--- src/rtl/da_fir_pkg.sv ---
// Shared types and elaboration-time helpers for the distributed-arithmetic FIR.
package da_fir_pkg;

    // Widest packed coefficient vector the LUT generator accepts.
    localparam int DA_MAX_COEF_BITS = 1024;

    typedef enum logic [1:0] {
        IDLE    = 2'd0,
        COMPUTE = 2'd1,
        DONE    = 2'd2
    } da_state_e;

    // Ceiling log2. Returns 0 for v <= 1.
    function automatic int da_clog2(input int v);
        int r;
        r = 0;
        while ((32'sd1 <<< r) < v) begin
            r = r + 1;
        end
        return r;
    endfunction

    // DA LUT entry: the sum of the coefficients of taps base+j for every set bit j of addr.
    // Coefficients are sign-extended to 64 bits before summing, so the result is exact.
    function automatic logic signed [63:0] da_lut_entry(
        input logic [DA_MAX_COEF_BITS-1:0] coefs,
        input int                          base,
        input int                          addr,
        input int                          order,
        input int                          coef_w
    );
        logic signed [63:0] acc;
        logic signed [63:0] c;
        acc = 64'sd0;
        for (int j = 0; j < order; j++) begin
            if (addr[j]) begin
                c = 64'sd0;
                for (int b = 0; b < 64; b++) begin
                    if (b < coef_w) begin
                        c[b] = coefs[(base + j) * coef_w + b];
                    end else begin
                        c[b] = coefs[(base + j) * coef_w + coef_w - 1];
                    end
                end
                acc = acc + c;
            end else begin
                acc = acc + 64'sd0;
            end
        end
        return acc;
    endfunction

endpackage

--- src/rtl/da_fir_filter_if.sv ---
// Sample-in / result-out stream bundle of the DA FIR filter.
interface da_fir_filter_if #(
    parameter int WORD_WIDTH = 16,
    parameter int ACC_W      = 36
);
    logic                  x_valid;
    logic                  x_ready;
    logic [WORD_WIDTH-1:0] x;
    logic                  y_valid;
    logic [ACC_W-1:0]      y;

    // Sample source and result sink side.
    modport master (output x_valid, output x, input x_ready, input y_valid, input y);
    // Filter side.
    modport slave  (input x_valid, input x, output x_ready, output y_valid, output y);
endinterface

--- src/rtl/da_partition_lut.sv ---
// Constant DA lookup table for one partition of PART_ORDER taps.
// Entry a holds the sum of the coefficients selected by the set bits of a.
module da_partition_lut
    import da_fir_pkg::*;
#(
    parameter int                              PART_ORDER = 3,
    parameter int                              COEF_WIDTH = 16,
    parameter logic [PART_ORDER*COEF_WIDTH-1:0] PART_COEFS = '0
) (
    input  logic        [PART_ORDER-1:0]            addr,
    output logic signed [COEF_WIDTH+PART_ORDER-1:0] data
);
    localparam int LUT_W   = COEF_WIDTH + PART_ORDER;
    localparam int ENTRIES = 2 ** PART_ORDER;

    logic signed [LUT_W-1:0] lut_s [ENTRIES];

    for (genvar a = 0; a < ENTRIES; a++) begin : g_entry
        localparam logic signed [63:0] ENTRY =
            da_lut_entry(DA_MAX_COEF_BITS'(PART_COEFS), 0, a, PART_ORDER, COEF_WIDTH);
        assign lut_s[a] = ENTRY[LUT_W-1:0];
    end

    // Table read, addressed by one bit-slice of the partition's taps.
    always_comb begin
        data = lut_s[addr];
    end
endmodule

--- src/rtl/da_fir_filter.sv ---
// Bit-serial distributed-arithmetic FIR filter.
// One sample is accepted in IDLE, WORD_WIDTH bit-slices are accumulated MSB first
// (the sign slice is subtracted), and the result is published in DONE.
module da_fir_filter
    import da_fir_pkg::*;
#(
    parameter int                        WORD_WIDTH = 16,
    parameter int                        COEF_WIDTH = 16,
    parameter int                        TAPS       = 6,
    parameter int                        PART_ORDER = 3,
    parameter logic [TAPS*COEF_WIDTH-1:0] COEFS     = '0
) (
    input  logic          clk,
    input  logic          rst,
    input  logic          en,
    input  logic          clr,
    da_fir_filter_if.slave bus
);
    localparam int NUM_PARTS = TAPS / PART_ORDER;
    localparam int LUT_W     = COEF_WIDTH + PART_ORDER;
    localparam int SUM_W     = COEF_WIDTH + PART_ORDER + da_clog2(NUM_PARTS);
    localparam int ACC_W     = SUM_W + WORD_WIDTH;
    localparam int CNT_W     = (WORD_WIDTH > 1) ? da_clog2(WORD_WIDTH) : 1;

    localparam logic [CNT_W-1:0] LAST_BIT   = CNT_W'(WORD_WIDTH - 1);
    localparam logic [1:0]       ST_IDLE    = IDLE;
    localparam logic [1:0]       ST_COMPUTE = COMPUTE;
    localparam logic [1:0]       ST_DONE    = DONE;

    logic [WORD_WIDTH-1:0]   taps_q [TAPS];
    logic [WORD_WIDTH-1:0]   taps_d [TAPS];
    logic [1:0]              state_q, state_d;
    logic [CNT_W-1:0]        bit_q, bit_d;
    logic signed [ACC_W-1:0] acc_q, acc_d;
    logic [ACC_W-1:0]        y_q, y_d;
    logic                    y_valid_q, y_valid_d;

    logic signed [LUT_W-1:0] part_s [NUM_PARTS];
    logic signed [SUM_W-1:0] sum_s;
    logic signed [ACC_W-1:0] step_s;

    for (genvar p = 0; p < NUM_PARTS; p++) begin : g_part
        logic [PART_ORDER-1:0] addr_s;
        for (genvar j = 0; j < PART_ORDER; j++) begin : g_addr
            assign addr_s[j] = taps_q[p*PART_ORDER + j][bit_q];
        end
        da_partition_lut #(
            .PART_ORDER (PART_ORDER),
            .COEF_WIDTH (COEF_WIDTH),
            .PART_COEFS (COEFS[p*PART_ORDER*COEF_WIDTH +: PART_ORDER*COEF_WIDTH])
        ) u_lut (
            .addr (addr_s),
            .data (part_s[p])
        );
    end

    // Adder tree: sign-extend every partition output and sum them.
    always_comb begin
        sum_s = '0;
        for (int p = 0; p < NUM_PARTS; p++) begin
            sum_s = sum_s + SUM_W'(part_s[p]);
        end
    end

    // Shift-accumulate step; the first (sign) slice carries negative weight.
    always_comb begin
        if (bit_q == LAST_BIT) begin
            step_s = -ACC_W'(sum_s);
        end else begin
            step_s = (acc_q <<< 1) + ACC_W'(sum_s);
        end
    end

    // Next-state logic: enable freezes everything, clear wins over a handshake.
    always_comb begin
        state_d   = state_q;
        bit_d     = bit_q;
        acc_d     = acc_q;
        y_d       = y_q;
        y_valid_d = y_valid_q;
        taps_d    = taps_q;
        if (!en) begin
            state_d = state_q;
        end else if (clr) begin
            state_d   = ST_IDLE;
            bit_d     = '0;
            acc_d     = '0;
            y_d       = '0;
            y_valid_d = 1'b0;
            for (int k = 0; k < TAPS; k++) begin
                taps_d[k] = '0;
            end
        end else begin
            case (state_q)
                ST_IDLE: begin
                    y_valid_d = 1'b0;
                    if (bus.x_valid) begin
                        taps_d[0] = bus.x;
                        for (int k = 1; k < TAPS; k++) begin
                            taps_d[k] = taps_q[k-1];
                        end
                        acc_d   = '0;
                        bit_d   = LAST_BIT;
                        state_d = ST_COMPUTE;
                    end else begin
                        state_d = ST_IDLE;
                    end
                end
                ST_COMPUTE: begin
                    acc_d = step_s;
                    if (bit_q == '0) begin
                        y_d       = step_s;
                        y_valid_d = 1'b1;
                        state_d   = ST_DONE;
                    end else begin
                        bit_d = bit_q - CNT_W'(1);
                    end
                end
                ST_DONE: begin
                    y_valid_d = 1'b0;
                    state_d   = ST_IDLE;
                end
                default: begin
                    y_valid_d = 1'b0;
                    state_d   = ST_IDLE;
                end
            endcase
        end
    end

    // State, tap, accumulator and output registers.
    always_ff @(posedge clk or negedge rst) begin
        if (!rst) begin
            state_q   <= ST_IDLE;
            bit_q     <= '0;
            acc_q     <= '0;
            y_q       <= '0;
            y_valid_q <= 1'b0;
            for (int k = 0; k < TAPS; k++) begin
                taps_q[k] <= '0;
            end
        end else begin
            state_q   <= state_d;
            bit_q     <= bit_d;
            acc_q     <= acc_d;
            y_q       <= y_d;
            y_valid_q <= y_valid_d;
            for (int k = 0; k < TAPS; k++) begin
                taps_q[k] <= taps_d[k];
            end
        end
    end

    // The pulse stays pending in DONE while en is low and shows once en returns.
    assign bus.x_ready = (state_q == ST_IDLE);
    assign bus.y_valid = y_valid_q & en;
    assign bus.y       = y_q;
endmodule

--- src/flat_wrapper.sv ---
// flat-port wrapper written by rule: the top's interface ports become plain ports
module da_fir_filter_flat import da_fir_pkg::*;
#(
    parameter int                        WORD_WIDTH = 16,
    parameter int                        COEF_WIDTH = 16,
    parameter int                        TAPS       = 6,
    parameter int                        PART_ORDER = 3,
    parameter logic [TAPS*COEF_WIDTH-1:0] COEFS     = '0
)
  (clk, rst, en, clr, bus_x_valid, bus_x, bus_x_ready, bus_y_valid, bus_y);
  da_fir_filter_if #(.WORD_WIDTH(WORD_WIDTH), .ACC_W(((16) + (2) + 1 + (16)))) bus_i ();
  input  logic clk;
  input  logic rst;
  input  logic en;
  input  logic clr;
  input wire logic [$bits(bus_i.x_valid)-1:0] bus_x_valid;
  input wire logic [$bits(bus_i.x)-1:0] bus_x;
  output wire logic [$bits(bus_i.x_ready)-1:0] bus_x_ready;
  output wire logic [$bits(bus_i.y_valid)-1:0] bus_y_valid;
  output wire logic [$bits(bus_i.y)-1:0] bus_y;
  assign bus_i.x_valid = bus_x_valid;
  assign bus_i.x = bus_x;
  assign bus_x_ready = bus_i.x_ready;
  assign bus_y_valid = bus_i.y_valid;
  assign bus_y = bus_i.y;
  da_fir_filter #(.WORD_WIDTH(WORD_WIDTH), .COEF_WIDTH(COEF_WIDTH), .TAPS(TAPS), .PART_ORDER(PART_ORDER), .COEFS(COEFS)) u_core (.clk(clk), .rst(rst), .en(en), .clr(clr), .bus(bus_i));
endmodule
--- config.mk ---
export PLATFORM = sky130hd
export DESIGN_NAME = da_fir_filter_flat
export DESIGN_NICKNAME = d
export VERILOG_FILES = /design/src/rtl/da_fir_pkg.sv /design/src/rtl/da_fir_filter_if.sv /design/src/rtl/da_partition_lut.sv /design/src/rtl/da_fir_filter.sv /design/src/flat_wrapper.sv
export SDC_FILE = /design/constraint.sdc
export NUM_CORES = 1
export LEC_CHECK = 0
export ABC_AREA = 1
export CAP_MARGIN = 20
export CORE_ASPECT_RATIO = 0.7
export CORE_UTILIZATION = 50
export CTS_CLUSTER_SIZE = 40
export DETAILED_ROUTE_END_ITERATION = 10
export GPL_ROUTABILITY_DRIVEN = 0
export HOLD_SLACK_MARGIN = 0.15
export PLACE_DENSITY = 0.76
export SLEW_MARGIN = 20
export SYNTH_ARGS = -nofsm -noshare
export SYNTH_HDL_FRONTEND = slang
export SYNTH_HIERARCHICAL = 1
export SYNTH_SLANG_ARGS = --single-unit
export TNS_END_PERCENT = 1
--- constraint.sdc ---
create_clock -name clk -period 3.4 [get_ports clk]
set_clock_uncertainty 0.1 [all_clocks]
set_input_delay 0.68 -clock clk [delete_from_list [all_inputs] [get_ports clk]]
set_output_delay 0.68 -clock clk [all_outputs]
set_load 0.02 [all_outputs]
Word level (Yosys, flattened, before mapping)
Memories as Yosys holds them, arrays and structs flattened.
Index checks and enable logic that the tools add are counted.
{"block": "totals", "register_bits": 172, "latch_bits": 0, "ramBits": 0, "rom_bits": 304, "input_bits": 21, "elab_cells": 77, "n_memories": 2}
{"block": "classes", "addsub": 4, "n_mul": 0, "div_mod_pow": 0, "n_lt_le_gt_ge": 3, "n_eq_ne": 5, "shift": 0, "n_mux": 37, "n_bitwise": 3, "n_reduce_logical": 12}
{"name": "(no name shown)", "words": 8, "word_bits": 19, "rd": 1, "rd_ports_with_merged_regs": 0, "write_ports": 0, "line": "da_partition_lut.sv:26", "source": "data = lut_s[addr];"}
{"name": "(no name shown)", "words": 8, "word_bits": 19, "rd": 1, "rd_ports_with_merged_regs": 0, "write_ports": 0, "line": "da_partition_lut.sv:26"}
{"op": "two-way mux 96 bit", "count": 3}
{"op": "two-way mux 35 bit", "count": 4}
{"op": "two-way mux 19 bit", "count": 4}
{"op": "two-way mux 34 bit", "count": 2}
{"op": "case mux 34 bit (2 select lines)", "count": 1}
{"op": "adder 35 x 20 -> 35 bit", "count": 1}
{"op": "negation 20 -> 35 bit", "count": 1}
{"op": "binary-select mux 1 bit (select 4 bit)", "count": 6}
{"op": "adder 19 x 19 -> 20 bit", "count": 1}
{"op": "two-way mux 4 bit", "count": 3}
{"op": "two-way mux 1 bit", "count": 10}
{"op": "AND reduction 3 bit", "count": 3}
{"op": "greater-or-equal comparator 4 bit, second input constant", "count": 2}
{"op": "inverter 3 -> 4 bit", "count": 2}
{"op": "case mux 4 bit (2 select lines)", "count": 1}
{"op": "nonzero test 2 bit", "count": 4}
{"op": "inequality test 3 bit, second input constant", "count": 2}
{"op": "less-than comparator 4 x 5 -> 1 bit, second input constant", "count": 1}
{"op": "equality test 4 bit, second input constant", "count": 1}
{"op": "logical NOT 4 bit", "count": 1}
{"op": "two-way mux 2 bit", "count": 2}
{"op": "case mux 2 bit (2 select lines)", "count": 1}
{"op": "AND reduction 4 bit", "count": 1}
{"op": "subtractor 4 x 1 -> 4 bit, second input constant", "count": 1}
{"op": "other kinds (6)", "count": 6}

Longest topological paths before layout
Gate-level depths: netlist (run 1).
{"block": "logic_depth", "ltp_word": 12, "ltp_mapped": 27, "mapped_depth_nobuf": 26}

Modules after synthesis
The synthesis (run 1) kept the hierarchy.
{"mod": "da_fir_filter", "instances": 1, "cells_each": 1614, "area_each_um2": 11476.0, "seq_area_each_um2": 4304.1}
{"mod": "da_partition_lut", "instances": 2, "cells_each": 20, "area_each_um2": 146.4, "seq_area_each_um2": 0.0}

Least setup slack after synthesis (run 1)
OpenSTA, ideal clock, no wires.
{"block": "synth_timing", "path_type": "flip-flop to flip-flop", "start": "register u_core.bit_q[1]", "end": "register u_core.y_q[21]", "t_arrival_ps": 2176, "setup_slack_ps": 1058, "stages_incl_launch_ff": 12, "n_path_buf": 3, "period_less_slack_ps": 2342, "path_cell_list": "dfrtp_1 > clkbuf_1 > clkinv_1 > clkbuf_1 > ha_1 > nand2_1 > nor2_1 > nand2_1 > nor2_1 > clkbuf_1 > nand3_1 > nand2_1"}
{"block": "synth_between", "elab_chain_len": 12, "word_cells_on_any_way": 31, "classes_between": "add/sub (3); eq/ne (1); mux (20); bitwise (2); reduce/logical (3); memory (2)"}
{"element": "start, declared", "line": "da_fir_filter.sv:33", "source": "logic [CNT_W-1:0] bit_q, bit_d;"}
{"element": "start signal, assigned", "line": "da_fir_filter.sv:144", "source": "bit_q <= bit_d;"}
{"element": "binary-select mux 1 bit (select 4 bit)", "line": "da_fir_filter.sv:45", "source": "assign addr_s[j] = taps_q[p*PART_ORDER + j][bit_q];"}
{"element": "two-way mux 1 bit (not written as such)", "line": "da_fir_filter.sv:45"}
{"element": "inverter 3 -> 4 bit (not written as such)", "line": "da_partition_lut.sv:26"}
{"element": "memory (8 x 19 bit)"}
{"element": "two-way mux 19 bit (not written as such) (2 in series)", "line": "da_partition_lut.sv:26"}
{"element": "adder 19 x 19 -> 20 bit", "line": "da_fir_filter.sv:61", "source": "sum_s = sum_s + SUM_W'(part_s[p]);"}
{"element": "adder 35 x 20 -> 35 bit or negation 20 -> 35 bit (tied branches)", "line": "da_fir_filter.sv:70, da_fir_filter.sv:68"}
{"element": "two-way mux 35 bit", "line": "da_fir_filter.sv:67", "source": "if (bit_q == LAST_BIT) begin"}
{"element": "two-way mux 35 bit", "line": "da_fir_filter.sv:111", "source": "if (bit_q == '0) begin"}
{"element": "two-way mux 35 bit", "line": "da_fir_filter.sv:94", "source": "case (state_q)"}
{"element": "two-way mux 35 bit", "line": "da_fir_filter.sv:84", "source": "end else if (clr) begin"}
{"element": "end signal, assigned", "line": "da_fir_filter.sv:146", "source": "y_q <= y_d;"}
{"element": "end, declared", "line": "da_fir_filter.sv:35", "source": "logic [ACC_W-1:0] y_q, y_d;"}
Several ways; a longest one is shown, not always the timed one. The select of a mux whose other input is x is not followed.
A chain may end at the register's enable or synchronous reset.

Worst setup path in the final report (run 1)
{"block": "layout_timing", "start": "input port en", "end": "output port bus_y_valid"}
{"block": "layout_between", "elab_chain_len": 1}
{"element": "start, declared", "line": "flat_wrapper.sv:14", "source": "input logic en;"}
{"element": "AND 1 bit", "line": "da_fir_filter.sv:156", "source": "assign bus.y_valid = y_valid_q & en;"}
{"element": "end, declared", "line": "flat_wrapper.sv:19", "source": "output wire logic [$bits(bus_i.y_valid)-1:0] bus_y_valid;"}
Every way passes these cells.

==> results.sh, run 1 <==
export IMPL_post_cts_buffers=0
export IMPL_h_tree_depth=3
export IMPL_cts_buffer_depth=2
export IMPL_core_area_um2=14700
export IMPL_tns_ns=0
export IMPL_crit_required_ns=2.62
export IMPL_endpoint_kind="output pin"
export IMPL_insertion_delay_ns=0.34
export IMPL_ys_warn_count=6
export IMPL_start_util=0.512
export IMPL_num_vias=7525
export IMPL_startpoint_type="input port"
export IMPL_cts_buffers=9
export IMPL_slew_headroom=0.348
export IMPL_die_area_um2=15600
export IMPL_diodes=0
export IMPL_syn_area_um2=7540
export IMPL_portBuffers=41
export IMPL_hold_class="input port to asynchronous set/reset pin"
export IMPL_antenna_found_initial=0
export IMPL_hold_buffers=0
export IMPL_drive_gt1_frac=0.0661
export IMPL_hold_viol=0
export IMPL_detail_route_antenna_nets=0
export IMPL_dp_hpwl_um=15200
export IMPL_vdd_drop_max_mv=0.248
export IMPL_worstRegToRegCells=10
export IMPL_fp_dieW_um=149
export IMPL_crit_fanout=6
export IMPL_gr_total_overflow=0
export IMPL_cellLeakagePower_nw=4.58
export IMPL_drt_pass1_iter_count=6
export IMPL_rsz0062_at_grt="no"
export IMPL_final_cell_mix="nand2_1 (360), inv_1 (126), nand3_1 (98)"
export IMPL_fp_row_count=37
export IMPL_synthCells=1178
export IMPL_drt_iter0_drc=559
export IMPL_grt_usage=0.261
export IMPL_period_share=0.812
export IMPL_drc=0
export IMPL_syn_to_final_growth_pct=10.2
export IMPL_cts_tree="done"
export IMPL_final_util=0.564
export IMPL_finalPower_mw=3.44
export IMPL_die_h_um=105
export IMPL_setup_viol=0
export IMPL_grt_pass1_wl_um=32500
export IMPL_layout_commonest_cell="nand2_1"
export IMPL_finalWorstSetupSlack_ns=0.640
export IMPL_maxCapViolations=0
export IMPL_cts_root_buffer="clkbuf_16"
export IMPL_grt_max_degree=77
export IMPL_fin_nets=1286
export IMPL_drt_wl_total_um=19600
export IMPL_timing_final_crit_period_ns=2.76
export IMPL_avgSynthCellArea_um2=6.40
export IMPL_grt_pass1_vias=6651
export IMPL_clock_fmax_mhz=362
export IMPL_setup_worst_path_class="input port to output pin"
export IMPL_tightest_slew_ns=0.977
export IMPL_cts_sinks=76
export IMPL_dp_slack_ns=0.651
export IMPL_routedWlPerCell_um=13.9
export IMPL_ios=58
export IMPL_status="completed"
export IMPL_final_max_slew_viol_count=0
export IMPL_post_cts_resize_count=0
export IMPL_vias_per_cell=5.35
export IMPL_arrival_ns=1.98
export IMPL_clk_pin_slew_ns=0.06
export IMPL_p_per_area_nw_per_um2=415
## flip-flops by register name, indices dropped and copies added, names as in the netlist
register / count
u_core/acc_q: 34
u_core/state_q: 2
u_core/y_valid_q: 1
u_core/y_q: 35
u_core/bit_q: 4
## routing by layer
| metal | routed length [um] | GRT usage | vias up |
|---|---|---|---|
| met4 | 130 | 0.0401 | 0 |
| li1 | - | - | 3821 |
| met1 | 10100 | 0.419 | 3412 |
| met2 | 7380 | 0.353 | 279 |
| met5 | 0 | 0 | - |
| met3 | 1950 | 0.0572 | 13 |
## report_power, final
part	leakage (nW)	internal, mW	switching, mW
Sequential	1.05	0.960	0.0394
Combinational	3.37	0.445	0.920
Clock	0.160	0.670	0.410
## metrics by stage
stage / cell area (um^2) / instances / hold WS [ns]
finish: 8310 / 1406 / 0.377
global route: 8310 / 1406 / 0.389
CTS: 8310 / 1406 / 0.380
detailed placement: 7970 / 1390 / 0.364
global placement: 7970 / 1390 / 0.364
floorplan: 7670 / 1214 / 0.284
## path summary, 6_finish.rpt
| check | from | end | slack (ns) |
|---|---|---|---|
| setup / recovery | en | bus_y_valid | 0.64 |
| hold / removal | rst | u_core/y_q[17] | 0.38 |
| setup reg to reg | u_core/bit_q[0] | u_core/y_q[0] | 1.10 |
| hold reg to reg | u_core/y_q[21] | u_core/y_q[21] | 0.38 |
| max in group asynchronous | rst | u_core/acc_q[10] | 2.17 |
| min in group clk | u_core/y_q[21] | u_core/y_q[21] | 0.38 |
## worst max-delay path, stage by stage
cell             delay [ns]
clkdlybuf4s50_1        0.57
nand2_1                0.07
inv_1                  0.06
clkdlybuf4s50_1        0.60
## cell type report
cell class | instances | area, um^2
well taps | 195 | 244
repair buffers | 47 | 453
clock inverters | 6 | 93.8
clock buffers | 10 | 239
fillers | 1450 | 6420
flip-flops and latches | 76 | 1900
multi-input cells | 929 | 4840
inverters | 143 | 537
Power figures use the tool's default switching activity.
==> run 2, diff against run 1 <==
clock period = 2.8 ns   (was 3.4 ns; I/O delays follow)
==> run 2 against run 1 <==
  * Die area unchanged
  * Total power increased by 18%
  * Final cell count rose by 0.21%
  * Sequential cell count unchanged
  * Worst setup slack lost 0.35 ns
  * First-iteration DRC count rose by 5.4%
  * Critical path depth did not move
  * Utilization is essentially flat
  * Routed wire length down 0.13%
  * Register-to-register slack got worse by 0.25 ns
  * Clock power increased by 10%
==> results.sh, run 2 (same netlist as run 1, synthesis figures left out) <==
export IMPL_period_share=0.898
export IMPL_fin_nets=1289
export IMPL_fp_row_count=37
export IMPL_r2r_setup_slack_ns=0.85
export IMPL_timing_final_crit_period_ns=2.52
export IMPL_die_area_um2=15600
export IMPL_insertion_delay_ns=0.34
export IMPL_ios=58
export IMPL_cts_sinks=76
export IMPL_post_cts_buffers=0
export IMPL_num_vias=7512
export IMPL_clock_fmax_mhz=398
export IMPL_core_area_um2=14700
export IMPL_cts_buffers=9
export IMPL_cts_buffer_depth=2
export IMPL_crit_required_ns=2.14
export IMPL_detail_route_antenna_nets=0
export IMPL_start_util=0.512
export IMPL_regMostFlops="u_core/y_q"
export IMPL_tns_ns=0
export IMPL_drt_iter0_drc=589
export IMPL_routedWlPerCell_um=13.9
export IMPL_hold_viol=0
export IMPL_drt_wl_total_um=19600
export IMPL_vias_per_cell=5.33
export IMPL_final_max_slew_viol_count=0
export IMPL_tightest_slew_ns=0.749
export IMPL_status="completed"
export IMPL_cp_startpoint="en"
export IMPL_holdWs_ns=0.376
export IMPL_cts_root_buffer="clkbuf_16"
export IMPL_h_tree_depth=3
export IMPL_crit_fanout=6
export IMPL_diodes=0
export IMPL_worstRegToRegCells=7
export IMPL_cts_tree="done"
export IMPL_vdd_drop_max_mv=0.277
export IMPL_maxCapViolations=0
export IMPL_grt_pass1_vias=6765
export IMPL_drive_gt1_frac=0.0667
export IMPL_cpPeakStageDelay_ns=0.60
export IMPL_p_per_area_nw_per_um2=489
export IMPL_layout_commonest_cell="nand2_1"
export IMPL_setup_viol=0
export IMPL_die_h_um=105
export IMPL_slowest_stage="clkdlybuf4s50_1"
export IMPL_cellLeakagePower_nw=4.58
export IMPL_dp_hpwl_um=15300
export IMPL_slew_headroom=0.496
export IMPL_setup_worst_path_class="input port to output pin"
export IMPL_final_cell_mix="nand2_1 (360), inv_1 (126), nand3_1 (98)"
export IMPL_drt_pass1_iter_count=5
export IMPL_largest_reg_flops=35
export IMPL_rsz0062_at_grt="no"
export IMPL_fp_dieW_um=149
export IMPL_syn_to_final_growth_pct=10.2
export IMPL_worstHoldStart="u_core/y_q[23]"
export IMPL_cp_top_family="buffers and inverters"
export IMPL_path_cells="clkdlybuf4s50_1, nand2_1, inv_1, clkdlybuf4s50_1"
export IMPL_gr_total_overflow=0
export IMPL_crit_end="bus_y_valid"
export IMPL_rr_startpoint="u_core/bit_q[1]"
export IMPL_antenna_found_initial=0
export IMPL_crit_top_cell="clkdlybuf4s50_1"
export IMPL_reg_top3="u_core/y_q (35), u_core/acc_q (34), u_core/bit_q (4)"
export IMPL_post_cts_resize_count=0
export IMPL_grt_pass1_wl_um=32700
export IMPL_drc=0
export IMPL_arrival_ns=1.86
export IMPL_r2r_end="u_core/y_q[9]"
export IMPL_startpoint_type="input port"
export IMPL_grt_usage=0.263
export IMPL_grt_max_degree=40
export IMPL_portBuffers=41
export IMPL_clk_pin_slew_ns=0.06
export IMPL_cp_depth=4
export IMPL_cp_num_buf_inv=3
export IMPL_hold_class="register to register"
export IMPL_endpoint_kind="output pin"
==> run 2: cell count changes in the layout (fill, tap and decap cells not counted), sizes merged <==
cell,previous run,this run
dlygate4sd3,0,1
clkinvlp,1,2
buf,7,9
bufinv,2,1
==> run 2: report_power, final <==
group,total [mW],internal [mW],switching (mW)
logic,1.66,0.545,1.12
registers,1.21,1.17,0.0475
clock network,1.19,0.699,0.494
==> run 2: worst reg2reg max path, stage by stage (launching register included) <==
cell     delay, ns
dfrtp_1       0.38
ha_1          0.15
nand2_1       0.10
inv_1         0.14
buf_4         0.33
nor3b_1       0.11
a31oi_1       0.33
o21ai_0       0.16
==> run 2: worst min-delay path by stage <==
stage	end	slack [ns]	depth (start not counted)
after floorplan	u_core/acc_q[0]	0.16	0
after global placement	u_core/y_q[27]	0.36	2
after detailed placement	u_core/y_q[24]	0.36	2
after CTS	u_core/y_q[24]	0.38	2
after global routing	u_core/y_q[23]	0.39	2
final	u_core/y_q[23]	0.38	2
==> run 2: layout make-up <==
cell class              instances  area (um^2)
repair buffers                 50          490
clock buffers                  10          229
well taps                     195          244
fillers                      1444         6410
flip-flops and latches         76         1900
clock inverters                 6         71.3
multi-input cells             929         4840
inverters                     143          537
==> run 2: per-layer routing <==
metal  share of wire  routed length (um)  track usage  up-vias
li1                -                   -            -     3838
met1            0.52               10200        0.405     3385
met2            0.39                7560        0.373      276
met3           0.086                1680       0.0576       13
met4          0.0061                 120       0.0430        0
met5               0                   0            0        -
==> run 2: per-stage QoR <==
stage	cells	cell area, um^2	total power [mW]	setup slack [ns]	util
after floorplan	1214	7670	2.48	0.808	-
after global placement	1392	8000	2.70	0.310	0.543
after detailed placement	1392	8000	2.71	0.292	0.543
after CTS	1409	8310	3.91	0.280	0.565
after global routing	1409	8310	4.34	0.229	0.565
final	1409	8310	4.07	0.285	0.565
==> run 2: timing repair <==
item,in CTS,in global routing
hold endpoints to repair,37,0
hold buffers,1,0
endpoints found under the setup margin,0,0
